===== src/rtl/proc_ctrl.sv =====
// proc_ctrl: control unit for a simple bus-based processor.
// Fetches a 9-bit instruction (III XXX YYY) into IR on Run in T0, then steps through
// T1..T3 issuing bus/register control strobes. Supported: mv, mvi, add, sub; other
// opcodes complete as a nop. Counts completed instructions.
//
// Ports:
//   clk_i          clock, all state updates on the rising edge
//   rst_i          synchronous active-high reset
//   run_i          start request, sampled only in T0
//   din_i[8:0]     instruction word in T0, immediate data in T1 of mvi
//   xaddr_o[2:0]   Rx field of IR (write-enable decoder select)
//   xwr_en_o       write-enable decoder enable
//   yaddr_o[2:0]   register selected to drive the bus (0 when yrd_en_o=0)
//   yrd_en_o       read-select decoder enable
//   dinout_o       DIN drives the bus
//   ain_o          load A from bus
//   gin_o          load G from ALU
//   gout_o         G drives the bus
//   addsub_o       ALU op: 0 add, 1 subtract
//   done_o         instruction completes this cycle
//   instr_count_o  completed-instruction count, modulo 256
module proc_ctrl (
   input  logic       clk_i,
   input  logic       rst_i,
   input  logic       run_i,
   input  logic [8:0] din_i,
   output logic [2:0] xaddr_o,
   output logic       xwr_en_o,
   output logic [2:0] yaddr_o,
   output logic       yrd_en_o,
   output logic       dinout_o,
   output logic       ain_o,
   output logic       gin_o,
   output logic       gout_o,
   output logic       addsub_o,
   output logic       done_o,
   output logic [7:0] instr_count_o
);

   typedef enum logic [1:0] {
      StT0 = 2'd0,
      StT1 = 2'd1,
      StT2 = 2'd2,
      StT3 = 2'd3
   } state_e;

   localparam logic [2:0] OpMv  = 3'b000;
   localparam logic [2:0] OpMvi = 3'b001;
   localparam logic [2:0] OpAdd = 3'b010;
   localparam logic [2:0] OpSub = 3'b011;

   state_e     state_q;
   logic [8:0] ir_q;
   logic [7:0] count_q;

   logic [2:0] opcode;
   logic       is_arith;

   assign opcode   = ir_q[8:6];
   // add and sub share opcode[2:1] = 01; opcode[0] selects subtract
   assign is_arith = (ir_q[8:7] == 2'b01);

   // Moore decode: outputs depend only on state_q and ir_q
   always_comb begin
      xaddr_o  = ir_q[5:3];
      xwr_en_o = 1'b0;
      yaddr_o  = 3'd0;
      yrd_en_o = 1'b0;
      dinout_o = 1'b0;
      ain_o    = 1'b0;
      gin_o    = 1'b0;
      gout_o   = 1'b0;
      addsub_o = 1'b0;
      done_o   = 1'b0;
      unique case (state_q)
         StT0: ;
         StT1: begin
            unique case (opcode)
               OpMv: begin
                  yrd_en_o = 1'b1;
                  yaddr_o  = ir_q[2:0];
                  xwr_en_o = 1'b1;
                  done_o   = 1'b1;
               end
               OpMvi: begin
                  dinout_o = 1'b1;
                  xwr_en_o = 1'b1;
                  done_o   = 1'b1;
               end
               OpAdd, OpSub: begin
                  yrd_en_o = 1'b1;
                  yaddr_o  = ir_q[5:3];
                  ain_o    = 1'b1;
               end
               default: done_o = 1'b1;
            endcase
         end
         StT2: begin
            yrd_en_o = 1'b1;
            yaddr_o  = ir_q[2:0];
            gin_o    = 1'b1;
            addsub_o = ir_q[6];
         end
         StT3: begin
            gout_o   = 1'b1;
            xwr_en_o = 1'b1;
            done_o   = 1'b1;
         end
      endcase
   end

   assign instr_count_o = count_q;

   always_ff @(posedge clk_i) begin
      if (rst_i) begin
         state_q <= StT0;
         ir_q    <= 9'd0;
         count_q <= 8'd0;
      end else begin
         if (done_o) begin
            count_q <= count_q + 8'd1;
         end
         unique case (state_q)
            StT0: begin
               if (run_i) begin
                  ir_q    <= din_i;
                  state_q <= StT1;
               end
            end
            StT1: state_q <= is_arith ? StT2 : StT0;
            StT2: state_q <= StT3;
            StT3: state_q <= StT0;
         endcase
      end
   end

endmodule


===== config.mk =====
export PLATFORM = sky130hd
export DESIGN_NAME = proc_ctrl
export DESIGN_NICKNAME = d
export VERILOG_FILES = /design/src/rtl/proc_ctrl.sv
export SDC_FILE = /design/constraint.sdc
export NUM_CORES = 1
export LEC_CHECK = 0
export ABC_AREA = 1
export ABC_CLOCK_PERIOD_IN_PS = 1410
export CAP_MARGIN = 30
export CORE_MARGIN = 2
export CORE_UTILIZATION = 30
export CTS_CLUSTER_DIAMETER = 100
export DETAILED_ROUTE_END_ITERATION = 16
export GPL_ROUTABILITY_DRIVEN = 0
export PLACE_DENSITY = 0.63
export SYNTH_ARGS = -nofsm -noshare
export SYNTH_HDL_FRONTEND = slang
export SYNTH_SLANG_ARGS = --single-unit

===== constraint.sdc =====
create_clock -name clk_i -period 1.41 [get_ports clk_i]
set_input_delay 0.2115 -clock clk_i [delete_from_list [all_inputs] [get_ports clk_i]]
set_output_delay 0.2115 -clock clk_i [all_outputs]
set_load 0.02 [all_outputs]

# Word level (Yosys, flattened, before mapping)
# Cells that the tools add are included.
# W data, S select, Z words.
# op_classes
bitwise,0
n_mux,18
magnitude_cmp,0
reduce_logical,6
shifts,0
add_sub_neg,1
div,0
eq_ne,8
n_mul,0
# ops
cell,n
$pmux W3 S2,2
$mux W1,10
$add A8 B1 Y8 const B,1
$pmux W2 S4,1
$eq A3 B2 Y1 const B,2
$pmux W1 S2,3
$eq A2 B1 Y1 const B,2
$eq A2 B2 Y1 const B,2
$mux W2,2
$reduce_or A2 Y1,2
$eq A3 B1 Y1 const B,1
$logic_not A3 Y1,1
$reduce_or A3 Y1,1
$logic_not A2 Y1,1
$ne A2 B2 Y1 const B,1
$reduce_and A2 Y1,1
# word_totals
mem_bits_ro,0
output_inout_bits,22
ff_bits,19
n_memories,0
mem_bits_rw,0
in_bits,12
latch_bits,0
wordCells,36

# Logic depth before layout (Yosys ltp)
# Gate-level depths: netlist (run 1).
# logic_depth
depth_word,4
ltp_mapped,8
depth_no_buf,8

# Least setup slack after synthesis (run 1)
# Ideal clock, no wire load.
# synth_timing
kind,register to output
from,register (tool-made name)
to,output port yaddr_o[1]
required_ns,1.199
arrival_ns,1.574
setup_slack_ns,-0.375
n_path_buf,0
path_stages_with_launch,7
path_cell_list,dfxtp_1 -> inv_1 -> ha_1 -> inv_1 -> nor2_1 -> nand2_1 -> a21oi_1
# synth_lines
item,line_no,rtl
"end, declared",29,"output logic [2:0] yaddr_o,"

==> impl_metrics.tcl, run 1 <==
set metrics [dict create \
    yosysWarningCount 0 \
    rows 20 \
    dp_hpwl_um 2120 \
    clock_path_buffers 2 \
    drt_iter0_drc 75 \
    root_buffer "clkbuf_4" \
    cp_max_fo 2 \
    ant_nets 0 \
    yosysUniqueCellTypes 17 \
    syn_area_sq_mm 0.00100 \
    slew_viol_final 0 \
    drt_wl_total_um 3160 \
    grt_antenna_before_repair 0 \
    syn_inst 149 \
    yosys.area.top_type "dfxtp_1" \
    slowest_delay_ns 0.34 \
    die_area_sq_mm 0.00382 \
    fin_nets 227 \
    vias_per_cell 4.60 \
    drcViolationCount 0 \
    die_x_um 61.8 \
    setup_viol 11 \
    status "finished with violations" \
    fin_crit_ns 1.81 \
    start_util_pct 32.1 \
    pre_cts_ws_ns -0.560 \
    antenna_cells 0 \
    rsz0062_at_grt "true" \
    io_buffers 33 \
    worstPathArrival_ns 1.60 \
    cp.required_ns 1.20 \
    power.leakage_nw 0.822 \
    grt-ovfl-total 0 \
    coreArea_sq_mm 0.00313 \
    drv_cap 0 \
    violations "setup timing" \
    wl_per_cell_um 12.5 \
    hold_viol_final 0 \
    area_growth_pct 83.2 \
    synth.top_cell.area_share_pct 37.9 \
    critPathCaptureType "primary output" \
    synthesis.nets 167 \
    ir_drop_uv 247 \
    worst_slack_ns -0.397 \
    grt_usage_pct 16.3 \
    route.vias.total 1158 \
    worstMarginPinSlew_ns 0.528 \
    fin_total_pwr_mw 1.43 \
    grt_max_degree 18 \
    yosysSeqAreaShare_pct 37.9 \
    cts.clk_slew.worst_paths_ns 0.11 \
    drive_gt1_share_pct 40.9 \
    cp-start-kind "flop" \
    clkLatencyLatePin_ns 0.31 \
    fmax_ghz 0.553 \
    synthTopCellsByArea "dfxtp_1 38%, nor2_1 12%, nand2_1 10%, ha_1 7.5%, inv_1 6.7%" \
    power_density_mw_per_mm2 780 \
    grt_first_pass_wirelength_um 4560 \
    skew_ns 0.00743 \
    ys_ff_latch 19 \
    syn_area_per_cell_sq_um 6.73 \
    max_slew_margin_pct 64.8 \
    grt_pass1_vias 1081 \
    crit_type "flop to primary output" \
    path_cells "inv_2 > ha_4 > inv_2 > nor2_4 > nand2_2 > o21ai_4 > nand2_2 > a21oi_4 > buf_6" \
    drt_pre_antenna_iters 4 \
    numCtsBuffers 3 \
    ioPinCount 34 \
    cts_sinks 19 \
    h-tree-depth 1 \
    cts_tree "done" \
    min_period_over_period_pct 128 \
    hold_path.class "input pin to flop" \
    die_y_um 61.8 \
    crit_slowest_cell "dfxtp_2" \
]
[kinds of logic after synthesis]
family	share of synthesized area, %
AO/OA/AOI/OAI	12.6
adder cells (fa/ha/maj)	7.48
buffers and inverters	11.2
flip-flops	37.9
AND/OR/NAND/NOR	30.8
[layout make-up]
| type | count | area (sq um) |
|---|---|---|
| Inverter | 18 | 80.1 |
| Multi-Input combinational cell | 106 | 699 |
| Timing Repair Buffer | 61 | 588 |
| Clock buffer | 3 | 22.5 |
| Clock inverter | 1 | 5.00 |
| Fill cell | 276 | 1290 |
| Tap cell | 44 | 55.1 |
| Sequential cell | 19 | 388 |
[metrics by stage]
stage	utilization (%)	hold WS, ns	cells	TNS, ns	area, sq um
after detailed placement	49.2	0.493	239	-3.87	1540
after global routing	58.8	0.518	252	-3.38	1840
after CTS	55.1	0.489	250	-2.94	1720
after floorplan	-	0.284	149	-0.0120	1050
after global placement	49.2	0.478	239	-3.58	1540
final	58.8	0.486	252	-2.51	1840
[cells in the mapped netlist (all sizes together)]
cell and count:
a211oi 1, a21oi 11, and3 1, buf 5, clkbuf 1, dfxtp 19
ha 6, inv 18, nand2 29, nand3 7, nand4 2, nor2 33
nor3 4, o21ai 12
[registers in the layout, indices dropped and copies added, names as in the netlist, named ones only]
register,flops
state_q,1
instr_count_o,8
ir_q,9
[timing repair]
| action | CTS | global route |
|---|---|---|
| buffers inserted | 8 | 3 |
| hold buffers | 0 | 0 |
| hold endpoints to repair | 0 | 0 |
| setup endpoints to repair | 23 | 22 |
| gates cloned | 0 | 1 |
| pin swaps | 10 | 5 |
| gates resized for setup | 108 | 26 |
[power breakdown]
part | switching [mW] | internal (mW) | leakage, nW
Combinational | 0.264 | 0.256 | 0.646
Clock | 0.191 | 0.106 | 0.0177
Sequential | 0.0390 | 0.577 | 0.158
Total | 0.494 | 0.939 | 0.822
[worst paths after layout]
path / slack, ns / from / depth (start not counted) / end
hold / removal: 0.49 / rst_i / 2 / flop
setup reg to reg: 0.01 / flop / 11 / instr_count_o[7]
hold reg to reg: 0.52 / ir_q[4] / 2 / ir_q[4]
setup / recovery: -0.40 / flop / 9 / yaddr_o[1]
[layout by cell type, fill, tap and decap left out, types with 2 or more instances in the layout]
master	synthesis	final
ha_1	6	2
o21ai_0	11	10
a21oi_1	11	3
a21oi_2	0	3
inv_6	0	2
nand3_1	7	5
dfxtp_1	19	15
inv_2	0	5
a21oi_4	0	5
ha_4	0	4
clkdlybuf4s50_1	0	11
clkbuf_4	0	3
nor2_2	0	3
buf_4	4	20
nand2_1	28	21
nor3_1	4	3
nor2_4	0	2
nand3_2	0	2
nand4_1	2	2
inv_1	18	10
buf_6	1	17
nor2_1	33	28
dlygate4sd2_1	0	11
dfxtp_2	0	3
nand2_2	1	7
[layer usage]
metal	vias up	GRT usage, %	part of all wire (%)
li1	587	-	-
met1	532	18.8	40
met2	31	29.3	55
met3	8	2.48	3.4
met4	0	7.90	2.1
met5	-	0	0
[critical path, delay by kind of cell (launching register included)]
kind	cells	cell delay (ns)
AO/OA/AOI/OAI	2	0.28
buffers and inverters	3	0.25
adder cells (fa/ha/maj)	1	0.14
flip-flops	1	0.34
AND/OR/NAND/NOR	3	0.30
(Power assumes the default switching activity.)
==> run 2: changes to the inputs <==
--- a/config.mk
+++ b/config.mk
@@ -5,7 +5,6 @@
 export SDC_FILE = /design/constraint.sdc
 export NUM_CORES = 1
 export LEC_CHECK = 0
-export ABC_AREA = 1
 export ABC_CLOCK_PERIOD_IN_PS = 1410
 export CAP_MARGIN = 30
 export CORE_MARGIN = 2
@@ -14,6 +13,7 @@
 export DETAILED_ROUTE_END_ITERATION = 16
 export GPL_ROUTABILITY_DRIVEN = 0
 export PLACE_DENSITY = 0.63
+export RECOVER_POWER = 50
 export SYNTH_ARGS = -nofsm -noshare
 export SYNTH_HDL_FRONTEND = slang
 export SYNTH_SLANG_ARGS = --single-unit
==> run 2 against run 1 <==
Net effect:
- the run still ends with setup timing left
- cell area is 7.6% lower
- sequential cell count unchanged
- worst setup slack better by 0.0021 ns
- clock power shrank 3%
- combinational power shrank 27%
- power decreased by 12%
- global-route usage is 0.096 points higher
- critical path type unchanged
==> impl_metrics.tcl, run 2 <==
set metrics [dict create \
    yosysWarningCount 0 \
    coreArea_sq_mm 0.00310 \
    fin_nets 192 \
    worstPathArrival_ns 1.59 \
    antenna_cells 0 \
    crit_slowest_cell "dfxtp_2" \
    skew_ns 0.00987 \
    wl_per_cell_um 13.1 \
    area_growth_pct 72.1 \
    root_buffer "clkbuf_4" \
    synth-main-ff-cell "dfxtp_1" \
    yosysSeqAreaShare_pct 38.5 \
    rows 20 \
    syn_area_per_cell_sq_um 8.37 \
    syn_area_sq_um 987 \
    crit_type "flop to primary output" \
    setup_viol 18 \
    layout_commonest_cell "buf_4" \
    drt_iter0_drc 29 \
    clock_path_buffers 2 \
    max_slew_margin_pct 79.0 \
    power_density_mw_per_mm2 745 \
    critPathCaptureType "primary output" \
    ir_drop_uv 609 \
    h-tree-depth 1 \
    die_x_um 61.4 \
    cts_sinks 19 \
    synthTopCellsByArea "dfxtp_1 39%, ha_1 7.6%, a21oi_1 6.6%, nand3_1 6.1%, nand2_1 4.6%" \
    drive_gt1_share_pct 39.3 \
    grt-ovfl-total 0 \
    yosysUniqueCellTypes 34 \
    layout_common_cells "19 x buf_4, 15 x dfxtp_1, 15 x buf_6" \
    hold_path.class "input pin to flop" \
    grt_max_degree 20 \
    fillers 298 \
    vias_per_cell 4.73 \
    rsz0062_at_grt "true" \
    cp_max_fo 3 \
    ant_nets 0 \
    grt_usage_pct 16.4 \
    synthesis.nets 136 \
    path_cells "inv_4 > ha_4 > nor3b_4 > a21o_1 > a32o_2 > buf_6" \
    grt_pass1_vias 1058 \
    fmax_ghz 0.554 \
    power.leakage_nw 0.752 \
    slowest_delay_ns 0.37 \
    drcViolationCount 0 \
    cts.clk_slew.worst_paths_ns 0.12 \
    cp.required_ns 1.20 \
    drv_cap 0 \
    fin_setup_tns_ns -3.54 \
    worstMarginPinSlew_ns 0.314 \
    ioPinCount 34 \
    status "finished with violations" \
    cts_hold_buf 0 \
    synth-edff-count 0 \
    hold_viol_final 0 \
    async_flop_share_pct 0 \
    min_period_over_period_pct 128 \
    whs_ns 0.457 \
    synth_most_common_cell "dfxtp_1" \
    violations "setup timing" \
    die_y_um 61.4 \
    drt_wl_total_um 2830 \
    cts_tree "done" \
    yosys.area.top_type "dfxtp_1" \
    route.vias.total 1026 \
    slew_viol_final 0 \
    clkLatencyLatePin_ns 0.30 \
    start_util_pct 31.8 \
    grt_first_pass_wirelength_um 4620 \
    syn_inst 118 \
    drt_pre_antenna_iters 4 \
    fin_crit_ns 1.81 \
    cp-start-kind "flop" \
    die_area_sq_mm 0.00377 \
    regMostFlops "ir_q" \
    dp_hpwl_um 1940 \
    fin_total_pwr_mw 1.27 \
    worst_slack_ns -0.395 \
    ys_ff_latch 19 \
    synthTopCellsByCount "19 x dfxtp_1, 13 x a21oi_1, 12 x nand2_1, 12 x nand3_1, 8 x nor2_1" \
    synth.top_cell.area_share_pct 38.5 \
    numCtsBuffers 3 \
    io_buffers 33 \
    grt_antenna_before_repair 0 \
    largest_reg_flops 9 \
]
==> run 2: worst max-delay path: cells and delay by family, from the launching register on <==
kind | cells | cell delay [ns]
AOI/OAI and AO/OA | 2 | 0.45
DFF | 1 | 0.37
buffers and inverters | 2 | 0.18
adders and majority gates | 1 | 0.15
and+or+nand+nor | 1 | 0.15
==> run 2: metrics by stage <==
stage / util [%] / worst slack (ns) / instance area (sq um) / std cells
finish: 54.8 / -0.395 / 1700 / 217
global route: 54.8 / -0.483 / 1700 / 217
CTS: 53.0 / -0.431 / 1650 / 216
detailed placement: 49.8 / -0.513 / 1550 / 207
global placement: 49.8 / -0.453 / 1550 / 207
floorplan: - / -0.0197 / 1040 / 118
==> run 2: final timing paths <==
check | from | end | slack, ns | cells past startpoint
worst max-delay path | flop | yaddr_o[0] | -0.40 | 6
worst min-delay path | din_i[3] | ir_q[3] | 0.46 | 3
worst max register to register | state_q[0] | instr_count_o[5] | -0.18 | 8
worst min register to register | ir_q[2] | ir_q[2] | 0.48 | 2
==> run 2: logic make-up after synthesis <==
group,synth area share (%)
AND/OR/NAND/NOR,24.7
AO/OA/AOI/OAI,18.5
flip-flops,38.5
buffers and inverters,6.08
adder cells (fa/ha/maj),7.60
XOR/XNOR,3.55
multiplexers,1.01
==> run 2: report_power, final <==
part | switching [mW] | total, mW | leakage, nW | internal (mW)
combinational | 0.181 | 0.380 | 0.577 | 0.199
sequential | 0.0307 | 0.598 | 0.157 | 0.567
clock | 0.181 | 0.287 | 0.0177 | 0.106
==> run 2: routing by layer <==
layer  share of wire [%]  GRT usage, %  up-vias
li1                    -             -      524
met5                   0             0        -
met1                  42          18.4      468
met4                   0          1.82        0
met2                  52          31.5       34
met3                 6.4          5.04        0
==> run 2: cell type report <==
type	count	area, sq um	area share (%)
Timing Repair Buffer	58	558	32.8
Sequential cell	19	390	23.0
Inverter	6	25.0	1.47
Clock inverter	1	5.00	0.295
Tap cell	44	55.1	3.24
Clock buffer	3	22.5	1.33
Multi-Input combinational cell	86	643	37.8
==> run 2: timing repair <==
item,4_1_cts,5_1_grt
gates resized for setup,84,16
buffers inserted,6,1
endpoints found under the setup margin,29,20
pin swaps,9,5
==> run 3: changes to the inputs <==
--- a/config.mk
+++ b/config.mk
@@ -5,7 +5,7 @@
 export SDC_FILE = /design/constraint.sdc
 export NUM_CORES = 1
 export LEC_CHECK = 0
-export ABC_CLOCK_PERIOD_IN_PS = 1410
+export ABC_CLOCK_PERIOD_IN_PS = 2300
 export CAP_MARGIN = 30
 export CORE_MARGIN = 2
 export CORE_UTILIZATION = 30
==> constraint.sdc (replaced) <==
create_clock -name clk_i -period 2.3 [get_ports clk_i]
set_input_delay 0.345 -clock clk_i [delete_from_list [all_inputs] [get_ports clk_i]]
set_output_delay 0.345 -clock clk_i [all_outputs]
set_load 0.02 [all_outputs]
==> run 3 against run 2 <==
Net effect:
- the run now ends clean
- via count shrank 10%
- sequential cell count is the same
- global-route usage shrank 3.0 points
- critical path depth is the same
- first-iteration DRC count shrank 41%
- count of clock-buffer cells in the layout is the same
- clock power shrank 40%
- largest cell class unchanged
- register-to-register slack gained 0.88 ns
- largest power group unchanged
==> impl_metrics.tcl, run 3 (synthesized netlist as in run 2, its figures left out) <==
set metrics [dict create \
    status "finished clean" \
    clkLatencyLatePin_ns 0.29 \
    fin_nets 169 \
    dpl_cell_area_sq_mm 0.00135 \
    grt_max_degree 20 \
    cts_tree "done" \
    grt_first_pass_wirelength_um 3790 \
    switching_share_pct 30.5 \
    whs_ns 0.478 \
    drt_iter0_drc 17 \
    drcViolationCount 0 \
    grt-ovfl-total 0 \
    p_switching_mw 0.215 \
    stdcell_count 194 \
    route.vias.total 920 \
    cp.required_ns 1.96 \
    wl_per_cell_um 12.4 \
    power.leakage_nw 0.578 \
    grt_antenna_before_repair 0 \
    max_slew_margin_pct 53.7 \
    ant_nets 0 \
    pre_cts_ws_ns 0.0521 \
    dp_hpwl_um 1860 \
    placedCellCount 190 \
    drv_cap 0 \
    crit_slowest_cell "dfxtp_2" \
    drt_pre_antenna_iters 4 \
    worst_slack_ns 0.0642 \
    fin_setup_tns_ns 0 \
    layout_commonest_cell "clkdlybuf4s50_1" \
    cts_hold_buf 0 \
    final_area_sq_mm 0.00138 \
    vias_per_cell 4.74 \
    combPwrFrac_pct 23.7 \
    setup_viol 0 \
    postCtsSetupBuffers 0 \
    clock_path_buffers 2 \
    area_growth_pct 40.2 \
    fmax_ghz 0.447 \
    power.share.sequential_pct 52.2 \
    rows 20 \
    largest_reg_flops 9 \
    slew_viol_final 0 \
    fin_crit_ns 2.24 \
    h-tree-depth 1 \
    die_area_sq_mm 0.00377 \
    die_y_um 61.4 \
    min_period_over_period_pct 97.2 \
    cp-start-kind "flop" \
    crit_type "flop to primary output" \
    path_cells "inv_1 > ha_1 > nor3b_2 > a21o_1 > a32o_1 > dlygate4sd2_1" \
    drt_wl_total_um 2400 \
    power_density_mw_per_mm2 510 \
    grt_pass1_vias 868 \
    final_util_pct 44.6 \
    die_x_um 61.4 \
    pwr-share-clk_pct 24.2 \
    worstPathArrival_ns 1.89 \
    cp_max_fo 4 \
    hold_path.class "flop to flop" \
    antenna_cells 0 \
    start_util_pct 31.8 \
    drive_gt1_share_pct 8.00 \
    root_buffer "clkbuf_4" \
    layout_common_cells "24 x clkdlybuf4s50_1, 17 x dfxtp_1, 13 x a21oi_1" \
    rsz0062_at_grt "false" \
    numCtsBuffers 3 \
    coreArea_sq_mm 0.00310 \
    fin_total_pwr_mw 0.706 \
    io_buffers 33 \
    grt_usage_pct 13.4 \
    slowest_delay_ns 0.36 \
    regMostFlops "ir_q" \
    fillers 328 \
    cts_sinks 19 \
    internal-power_mw 0.490 \
    skew_ns 0.00454 \
    ioPinCount 34 \
    cts.clk_slew.worst_paths_ns 0.11 \
    ir_drop_uv 146 \
    hold_viol_final 0 \
    worstMarginPinSlew_ns 0.693 \
    critPathCaptureType "primary output" \
]
[run 3: changes by cell type in the layout (fill, tap and decap cells not counted), moves of 4 or more]
cell | previous run | this run
ha_1 | 2 | 6
dlygate4sd2_1 | 11 | 5
buf_6 | 15 | 0
clkdlybuf4s50_1 | 11 | 24
buf_4 | 19 | 2
[run 3: critical path: cells and delay by family, from the launching register on]
kind	cells	cell delay [ns]
DFF	1	0.36
buffers and inverters	2	0.40
AOI/OAI and AO/OA	2	0.48
adders and majority gates	1	0.20
and+or+nand+nor	1	0.16
[run 3: path summary, 6_finish.rpt]
kind                            to  slack, ns     from  depth (start not counted)
hold reg to reg            ir_q[1]       0.48  ir_q[1]                          2
setup / recovery        yaddr_o[0]       0.06     flop                          6
hold / removal             ir_q[1]       0.48  ir_q[1]                          2
setup reg to reg  instr_count_o[7]       0.70     flop                          6
[run 3: area by class of cell]
type	instances	area [sq um]	area share (%)
tap	44	55.1	3.98
sequential	19	383	27.7
timing repair buffer	35	344	24.9
multi-input combinational	86	552	39.9
clock inverter	1	5.00	0.362
inverter	6	22.5	1.63
clock buffer	3	22.5	1.63
[run 3: timing repair]
action                     in CTS  in global routing
setup endpoints to repair       6                  5
pin swaps                       1                  0
gates resized for setup         7                  3
[run 3: power groups by stage]
stage          logic [mW]  clock network, mW  registers, mW
4_1_cts             0.170              0.177          0.368
6_report            0.167              0.171          0.368
3_3_place_gp        0.169                  0          0.374
2_1_floorplan       0.100                  0          0.375
3_5_place_dp        0.172                  0          0.375
5_1_grt             0.185              0.188          0.371
[run 3: per-layer routing]
metal	routed length, um	track usage [%]	vias up	part of all wire [%]
met5	0	0	-	0
met4	27	5.17	0	1.1
met3	51	1.26	2	2.1
met2	1180	22.2	12	49
met1	1140	18.2	429	47
li1	-	-	477	-
